--- src/rtl/spi_slave_if.sv ---
`default_nettype none
// ---------------------------------------------------------------------------
// | Module   : spi_slave_if                                                  |
// | Brief    : SPI pins plus the RAM-side frame/readback handshake            |
// | Revision : 1.0  initial release                                          |
// ---------------------------------------------------------------------------
interface spi_slave_if;
  logic       SS_n;
  logic       MOSI;
  logic       MISO;
  logic [9:0] rx_data;
  logic       rx_valid;
  logic [7:0] tx_data;
  logic       tx_valid;

  // Seen from the SPI slave block
  modport slave (
    input  SS_n, MOSI, tx_data, tx_valid,
    output MISO, rx_data, rx_valid
  );

  // Seen from the SPI master / RAM side driving the slave
  modport master (
    output SS_n, MOSI, tx_data, tx_valid,
    input  MISO, rx_data, rx_valid
  );
endinterface
`default_nettype wire

--- src/rtl/spi_slave.sv ---
`default_nettype none
// ---------------------------------------------------------------------------
// | Module   : spi_slave                                                     |
// | Brief    : SPI slave front end for a single-port RAM. Decodes a command  |
// |            bit, shifts a 10-bit word, and for read-data frames returns   |
// |            one RAM byte MSB first on MISO.                               |
// | Revision : 1.0  initial release                                          |
// ---------------------------------------------------------------------------
module spi_slave (
  input  wire         clk,
  input  wire         rst_n,
  spi_slave_if.slave  bus
);

  typedef enum logic [2:0] {
    IDLE      = 3'd0,
    CHK_CMD   = 3'd1,
    WRITE     = 3'd2,
    READ_ADD  = 3'd3,
    READ_DATA = 3'd4
  } state_t;

  state_t     state_q,        state_d;
  logic [3:0] cnt_q,          cnt_d;          // payload bits received, 0..10
  logic [9:0] shift_q,        shift_d;
  logic [9:0] rx_data_q,      rx_data_d;
  logic       rx_valid_q,     rx_valid_d;
  logic       miso_q,         miso_d;
  logic       rd_addr_flag_q, rd_addr_flag_d; // a read address is pending
  logic [7:0] tx_byte_q,      tx_byte_d;      // captured RAM byte, shifts out MSB first
  logic [2:0] ser_cnt_q,      ser_cnt_d;
  logic       frame_done_q,   frame_done_d;   // 10 bits received and published
  logic       ser_active_q,   ser_active_d;   // MISO serialization in progress
  logic       ser_done_q,     ser_done_d;     // readback finished for this frame
  logic       armed_q,        armed_d;        // SS_n seen high since last frame start

  // Next-state and output computation; SS_n high overrides everything
  always_comb begin
    state_d        = state_q;
    cnt_d          = cnt_q;
    shift_d        = shift_q;
    rx_data_d      = rx_data_q;
    rx_valid_d     = 1'b0;
    miso_d         = 1'b0;
    rd_addr_flag_d = rd_addr_flag_q;
    tx_byte_d      = tx_byte_q;
    ser_cnt_d      = ser_cnt_q;
    frame_done_d   = frame_done_q;
    ser_active_d   = ser_active_q;
    ser_done_d     = ser_done_q;
    armed_d        = armed_q;

    if (bus.SS_n) begin
      // Frame boundary: drop any partial work, keep the read-address flag
      state_d      = IDLE;
      cnt_d        = 4'd0;
      shift_d      = 10'd0;
      frame_done_d = 1'b0;
      ser_active_d = 1'b0;
      ser_done_d   = 1'b0;
      ser_cnt_d    = 3'd0;
      armed_d      = 1'b1;
    end else begin
      case (state_q)
        IDLE: begin
          // Only start once SS_n has been seen high (e.g. after reset)
          if (armed_q) begin
            state_d = CHK_CMD;
            armed_d = 1'b0;
            cnt_d   = 4'd0;
            shift_d = 10'd0;
          end
        end

        CHK_CMD: begin
          if (!bus.MOSI)          state_d = WRITE;
          else if (rd_addr_flag_q) state_d = READ_DATA;
          else                     state_d = READ_ADD;
        end

        WRITE, READ_ADD, READ_DATA: begin
          if (cnt_q != 4'd10) begin
            shift_d = {shift_q[8:0], bus.MOSI};
            cnt_d   = cnt_q + 4'd1;
          end else if (!frame_done_q) begin
            // Publish the word exactly once per frame
            frame_done_d = 1'b1;
            rx_valid_d   = 1'b1;
            rx_data_d    = shift_q;
            if (state_q == READ_ADD) rd_addr_flag_d = 1'b1;
          end else if (state_q == READ_DATA) begin
            if (ser_active_q) begin
              miso_d    = tx_byte_q[7];
              tx_byte_d = {tx_byte_q[6:0], 1'b0};
              ser_cnt_d = ser_cnt_q + 3'd1;
              if (ser_cnt_q == 3'd7) begin
                // Last bit launched: the pending read is now consumed
                ser_active_d   = 1'b0;
                ser_done_d     = 1'b1;
                rd_addr_flag_d = 1'b0;
              end
            end else if (!ser_done_q && bus.tx_valid) begin
              tx_byte_d    = bus.tx_data;
              ser_active_d = 1'b1;
              ser_cnt_d    = 3'd0;
            end
          end
        end

        default: state_d = IDLE;
      endcase
    end
  end

  // State and datapath registers with asynchronous active-low reset
  always_ff @(posedge clk or negedge rst_n) begin
    if (!rst_n) begin
      state_q        <= IDLE;
      cnt_q          <= 4'd0;
      shift_q        <= 10'd0;
      rx_data_q      <= 10'd0;
      rx_valid_q     <= 1'b0;
      miso_q         <= 1'b0;
      rd_addr_flag_q <= 1'b0;
      tx_byte_q      <= 8'd0;
      ser_cnt_q      <= 3'd0;
      frame_done_q   <= 1'b0;
      ser_active_q   <= 1'b0;
      ser_done_q     <= 1'b0;
      armed_q        <= 1'b0;
    end else begin
      state_q        <= state_d;
      cnt_q          <= cnt_d;
      shift_q        <= shift_d;
      rx_data_q      <= rx_data_d;
      rx_valid_q     <= rx_valid_d;
      miso_q         <= miso_d;
      rd_addr_flag_q <= rd_addr_flag_d;
      tx_byte_q      <= tx_byte_d;
      ser_cnt_q      <= ser_cnt_d;
      frame_done_q   <= frame_done_d;
      ser_active_q   <= ser_active_d;
      ser_done_q     <= ser_done_d;
      armed_q        <= armed_d;
    end
  end

  assign bus.MISO     = miso_q;
  assign bus.rx_data  = rx_data_q;
  assign bus.rx_valid = rx_valid_q;

endmodule
`default_nettype wire

--- src/flat_wrapper.sv ---
// flat-port wrapper written by rule: the top's interface ports become plain ports
module spi_slave_flat 
  (clk, rst_n, bus_SS_n, bus_MOSI, bus_tx_data, bus_tx_valid, bus_MISO, bus_rx_data, bus_rx_valid);
  spi_slave_if bus_i ();
  input  wire clk;
  input  wire rst_n;
  input wire logic [$bits(bus_i.SS_n)-1:0] bus_SS_n;
  input wire logic [$bits(bus_i.MOSI)-1:0] bus_MOSI;
  input wire logic [$bits(bus_i.tx_data)-1:0] bus_tx_data;
  input wire logic [$bits(bus_i.tx_valid)-1:0] bus_tx_valid;
  output wire logic [$bits(bus_i.MISO)-1:0] bus_MISO;
  output wire logic [$bits(bus_i.rx_data)-1:0] bus_rx_data;
  output wire logic [$bits(bus_i.rx_valid)-1:0] bus_rx_valid;
  assign bus_i.SS_n = bus_SS_n;
  assign bus_i.MOSI = bus_MOSI;
  assign bus_i.tx_data = bus_tx_data;
  assign bus_i.tx_valid = bus_tx_valid;
  assign bus_MISO = bus_i.MISO;
  assign bus_rx_data = bus_i.rx_data;
  assign bus_rx_valid = bus_i.rx_valid;
  spi_slave u_core (.clk(clk), .rst_n(rst_n), .bus(bus_i));
endmodule
--- config.mk ---
export PLATFORM = sky130hd
export DESIGN_NAME = spi_slave_flat
export DESIGN_NICKNAME = d
export VERILOG_FILES = /design/src/rtl/spi_slave_if.sv /design/src/rtl/spi_slave.sv /design/src/flat_wrapper.sv
export SDC_FILE = /design/constraint.sdc
export NUM_CORES = 1
export LEC_CHECK = 0
export ABC_AREA = 1
export CORE_MARGIN = 2
export CORE_UTILIZATION = 45
export CTS_CLUSTER_SIZE = 16
export DETAILED_ROUTE_END_ITERATION = 16
export GPL_TIMING_DRIVEN = 0
export PLACE_DENSITY = 0.72
export SETUP_SLACK_MARGIN = 0.3
export SLEW_MARGIN = 40
export SYNTH_ARGS = -nofsm -noshare
export SYNTH_HDL_FRONTEND = slang
export SYNTH_SLANG_ARGS = --single-unit
--- constraint.sdc ---
create_clock -name clk -period 1.65 [get_ports clk]
set_clock_uncertainty 0.15 [all_clocks]
set_input_delay 0.165 -clock clk [delete_from_list [all_inputs] [get_ports clk]]
set_output_delay 0.165 -clock clk [all_outputs]
set_load 0.01 [all_outputs]
==> tab_implementation.tex <==
\begin{tabular}{lr}
\hline
Metric & Value \\
\hline
\multicolumn{2}{l}{\textbf{Outcome}} \\
Outcome & complete, but fails checks \\
Failing checks & negative setup slack \\
\multicolumn{2}{l}{\textbf{STA}} \\
Total count of hold-check failures in the final report & 0 \\
Unrepaired setup endpoints after global routing & true \\
Number of max-slew violations in the final report & 0 \\
Tightest hold margin & about 0.075 ns \\
Count of final setup violators & 1 \\
Final cycle utilization of the critical path & 1.002 \\
Upper clock frequency limit & 604.8 MHz \\
Worst Setup Slack, final & -0.003527 ns \\
Transition time at the pin with the least slew margin & about 0.55 ns \\
Slew margin rel. & 0.6322 \\
Clock period minus worst slack & $\sim$1.7 ns \\
\multicolumn{2}{l}{\textbf{Setup path}} \\
Crit path cell chain & inv\_2, ha\_4, nand3\_4, nor2\_2, nand3\_4, buf\_6, nand2\_1, o21ai\_2 \\
Critical path's slowest cell & sky130\_fd\_sc\_hd\_\_dfrtp\_2 \\
Peak fanout along the critical path & 5 \\
Most frequent CP cell & sky130\_fd\_sc\_hd\_\_nand3\_4 \\
Required time of the worst setup path & roughly 1.7 ns \\
Critical path type & reg2reg \\
Worst Setup End Kind & flip-flop \\
CP arrival & $\sim$1.7 ns \\
Kind of launch point of the worst setup path & flip-flop \\
Kind of cell with the highest combined delay on the critical path & simple AND/OR/NAND/NOR gates \\
Maximum cell stage delay along the critical path & 0.42 ns \\
Buffer and inverter count on the worst path & 2 \\
\multicolumn{2}{l}{\textbf{Global route}} \\
Largest net degree at the start of global routing & 26 \\
Number of antenna violations at the first check in global routing & 0 \\
Remaining Overflow, GRT & 0 \\
Total global routing track utilization & 0.2185 \\
Number of global-route vias before repair & 1963 \\
Wire length of the first global-routing pass & between 9 and 10 mm \\
\multicolumn{2}{l}{\textbf{Logic synthesis}} \\
Synthesized area & approximately 2200 sq um \\
Gate count of the mapped netlist & $\sim$270 \\
Cells taking the most area after synthesis & sky130\_fd\_sc\_hd\_\_dfrtp\_1 (51\%), sky130\_fd\_sc\_hd\_\_nand2\_1 (17\%), sky130\_fd\_sc\_hd\_\_nand3\_1 (7.0\%) \\
Yosys cell types & 29 \\
Area fraction of the dominant cell type after synthesis & 0.5105 \\
Synth area leader & sky130\_fd\_sc\_hd\_\_dfrtp\_1 \\
Syn. warnings & 0 \\
Sequential share of the synthesized area & 0.5105 \\
Net Count, Synth & 291 \\
Flop and latch count out of synthesis & 45 \\
Mean post-synth cell area & 8.051 sq um \\
\multicolumn{2}{l}{\textbf{Route}} \\
Highest layer used for signal routing & met4 \\
Detailed Route Iter0 Violations & around 170 \\
Final antenna-violating net count & 0 \\
Remaining DRCs & 0 \\
Via count & between 2k and 2.5k \\
Pre-Repair DR Iteration Count & 4 \\
Detailed-routing wirelength on met1 & approximately 2.2 mm \\
Detailed-route wire length per cell & around 14 microns \\
Met3 WL post-DR & roughly 330 microns \\
DR WL met2 & approximately 3 mm \\
Wirelength, routed & approximately 5.7 mm \\
Routed via count divided by cell count & between 5 and 6 \\
\multicolumn{2}{l}{\textbf{Die}} \\
Core outline area & 4723 sq um \\
Die extent in y & roughly 74 microns \\
Placement Rows & 25 \\
Width of the die & $\sim$74 microns \\
Floorplan die area & about 5500 sq um \\
Number of primary I/O pins & 25 \\
Initial Utilization & 0.4670 \\
\multicolumn{2}{l}{\textbf{Worst hold path}} \\
Class of the tightest hold or removal check & in2reg \\
\multicolumn{2}{l}{\textbf{Final layout}} \\
Final core occ & 0.6962 \\
Number of antenna repair diodes & 0 \\
Highest-count cells in the layout ignoring fill and taps & sky130\_fd\_sc\_hd\_\_nand2\_1 (71), sky130\_fd\_sc\_hd\_\_dfrtp\_1 (41), sky130\_fd\_sc\_hd\_\_nand2\_2 (23) \\
Non-Filler Instances & approximately 400 \\
Layout-stage area growth over the synthesis result & 49.06\% \\
Layout Nets & roughly 350 \\
Share of final-layout standard cells stronger than drive strength 1 & 0.3645 \\
Most common library cell in the layout ignoring fill and taps & sky130\_fd\_sc\_hd\_\_nand2\_1 \\
\multicolumn{2}{l}{\textbf{Clock tree}} \\
Root buf cell & sky130\_fd\_sc\_hd\_\_clkbuf\_8 \\
Number of clock sinks & 45 \\
Clock-pin transition on the worst setup and hold timing paths & approximately 0.080 ns \\
Deepest level of the CTS H-tree & 2 \\
Clock Latency Late Sink & 0.31 ns \\
Cts bufs inserted & 5 \\
CTS tree & yes \\
Maximum clock path buffer count & 2 \\
\multicolumn{2}{l}{\textbf{Power and ir drop}} \\
Maximum vdd ir drop & approximately 450 uV \\
Sum of internal, switching and leakage power & about 3.0 mW \\
Ratio of total power to cell area & around 900 nW/um\^{}2 \\
Lkg Pwr & approximately 1.6 nW \\
\multicolumn{2}{l}{\textbf{Placed design}} \\
Worst slack after detailed placement & -0.1774 ns \\
Input/output buffers & 23 \\
\# placed instances & about 370 \\
HPWL reported at the end of detailed placement & roughly 3.2 mm \\
Final weighted congestion in routability-driven placement & between 0.7 and 0.8 \\
\multicolumn{2}{l}{\textbf{Flow run}} \\
Number of violations of the max-capacitance limit & 0 \\
\hline
\end{tabular}
==> path summary, 6_finish.rpt <==
check	from	end	slack (ns)	cells past startpoint
max	u_core.cnt_q[0]$_DFFE_PN0P_	u_core.bus.rx_data[6]$_DFFE_PN0P_	-0.004	8
min	bus_SS_n	u_core.frame_done_q$_DFFE_PN0P_	0.08	2
max reg2reg	u_core.cnt_q[0]$_DFFE_PN0P_	u_core.bus.rx_data[6]$_DFFE_PN0P_	-0.004	8
min reg2reg	u_core.tx_byte_q[5]$_DFFE_PN0P_	u_core.tx_byte_q[5]$_DFFE_PN0P_	0.33	2
max in group asynchronous	rst_n	u_core.cnt_q[0]$_DFFE_PN0P_	0.78	3
min in group asynchronous	rst_n	u_core.cnt_q[1]$_DFFE_PN0P_	0.15	2
==> worst register-to-register path, delay by kind of cell (launching register included) <==
family,cells,cell delay (ns)
and+or+nand+nor,4,0.55
AOI/OAI and AO/OA,1,0.07
buffers and inverters,2,0.23
adders and majority gates,1,0.13
DFF,1,0.42
==> flip-flops by register name, summed over array words and instances (netlist names), 3 cells and up <==
| register | cells |
|---|---|
| u_core.bus.rx_data | 10 |
| u_core.cnt_q | 4 |
| u_core.ser_cnt_q | 3 |
| u_core.shift_q | 10 |
| u_core.state_q | 3 |
| u_core.tx_byte_q | 8 |
==> routing by layer <==
layer,up-vias,track usage
met5,-,0
met1,993,0.2590
met4,0,0.06465
met3,9,0.05556
li1,983,-
met2,60,0.3909
==> cell usage after synthesis <==
| library cell | instances |
|---|---|
| sky130_fd_sc_hd__nor2_2 | 1 |
| sky130_fd_sc_hd__nor2_1 | 20 |
| sky130_fd_sc_hd__nand4_1 | 5 |
| sky130_fd_sc_hd__inv_2 | 4 |
| sky130_fd_sc_hd__clkbuf_1 | 1 |
| sky130_fd_sc_hd__nor3_1 | 1 |
| sky130_fd_sc_hd__nand3_1 | 31 |
| sky130_fd_sc_hd__nand2_2 | 3 |
| sky130_fd_sc_hd__buf_4 | 1 |
| sky130_fd_sc_hd__nand2_4 | 3 |
| sky130_fd_sc_hd__o21ai_0 | 13 |
| sky130_fd_sc_hd__inv_1 | 23 |
| sky130_fd_sc_hd__o21ai_1 | 1 |
| sky130_fd_sc_hd__dfrtp_1 | 45 |
| sky130_fd_sc_hd__nor3_4 | 1 |
| sky130_fd_sc_hd__o22ai_1 | 2 |
| sky130_fd_sc_hd__nor2_4 | 1 |
| sky130_fd_sc_hd__nand3_2 | 1 |
| sky130_fd_sc_hd__nand3_4 | 1 |
| sky130_fd_sc_hd__nor3_2 | 1 |
| sky130_fd_sc_hd__a21oi_1 | 1 |
| sky130_fd_sc_hd__ha_1 | 4 |
| sky130_fd_sc_hd__buf_6 | 1 |
| sky130_fd_sc_hd__nand2_1 | 100 |
| sky130_fd_sc_hd__nand3b_1 | 1 |
| sky130_fd_sc_hd__buf_2 | 5 |
| sky130_fd_sc_hd__xnor2_1 | 1 |
| sky130_fd_sc_hd__a22oi_1 | 1 |
| sky130_fd_sc_hd__clkinv_1 | 1 |
==> metrics by stage <==
step	setup TNS, ns	cell area (sq um)
finish	-0.003527	3288
global route	-0.7090	3288
CTS	0	3092
detailed placement	-1.377	2633
global placement	-44.91	2608
floorplan	0	2293
==> power by group <==
part           leakage (nW)  switching, mW  internal, mW
Sequential            0.618         0.0457          1.15
Clock                0.0439          0.381         0.292
Combinational         0.983          0.587         0.552
Total                  1.64           1.01          1.99
==> cells by family (layout without fill, tap and decap cells) <==
| logic type | count (synthesis) | in the layout | synth area share |
|---|---|---|---|
| AND/OR/NAND/NOR | 170 | 170 | 0.3505 |
| AO/OA/AOI/OAI | 18 | 18 | 0.04310 |
| buffers and inverters | 36 | 94 | 0.06919 |
| adder cells (fa/ha/maj) | 4 | 4 | 0.02269 |
| XOR/XNOR | 1 | 1 | 0.003971 |
| flip-flops | 45 | 45 | 0.5105 |
==> cell type report <==
cell class / count / area [sq um]
buffer: 8 / 100.1
clock buffer: 5 / 68.82
timing repair buffer: 50 / 549.3
tap: 67 / 83.83
sequential: 45 / 1131
clock inverter: 3 / 17.52
multi-input combinational: 193 / 1226
fill: 357 / 1435
inverter: 28 / 111.4
==> timing repair <==
item,4_1_cts,5_1_grt
setup buffers,16,4
hold buffers,1,0
gates resized for setup,64,45
hold endpoints to repair,45,0
endpoints found under the setup margin,56,44
pin swaps,15,16
gates cloned,4,1
No activity file was read; power rests on OpenSTA's default activity.
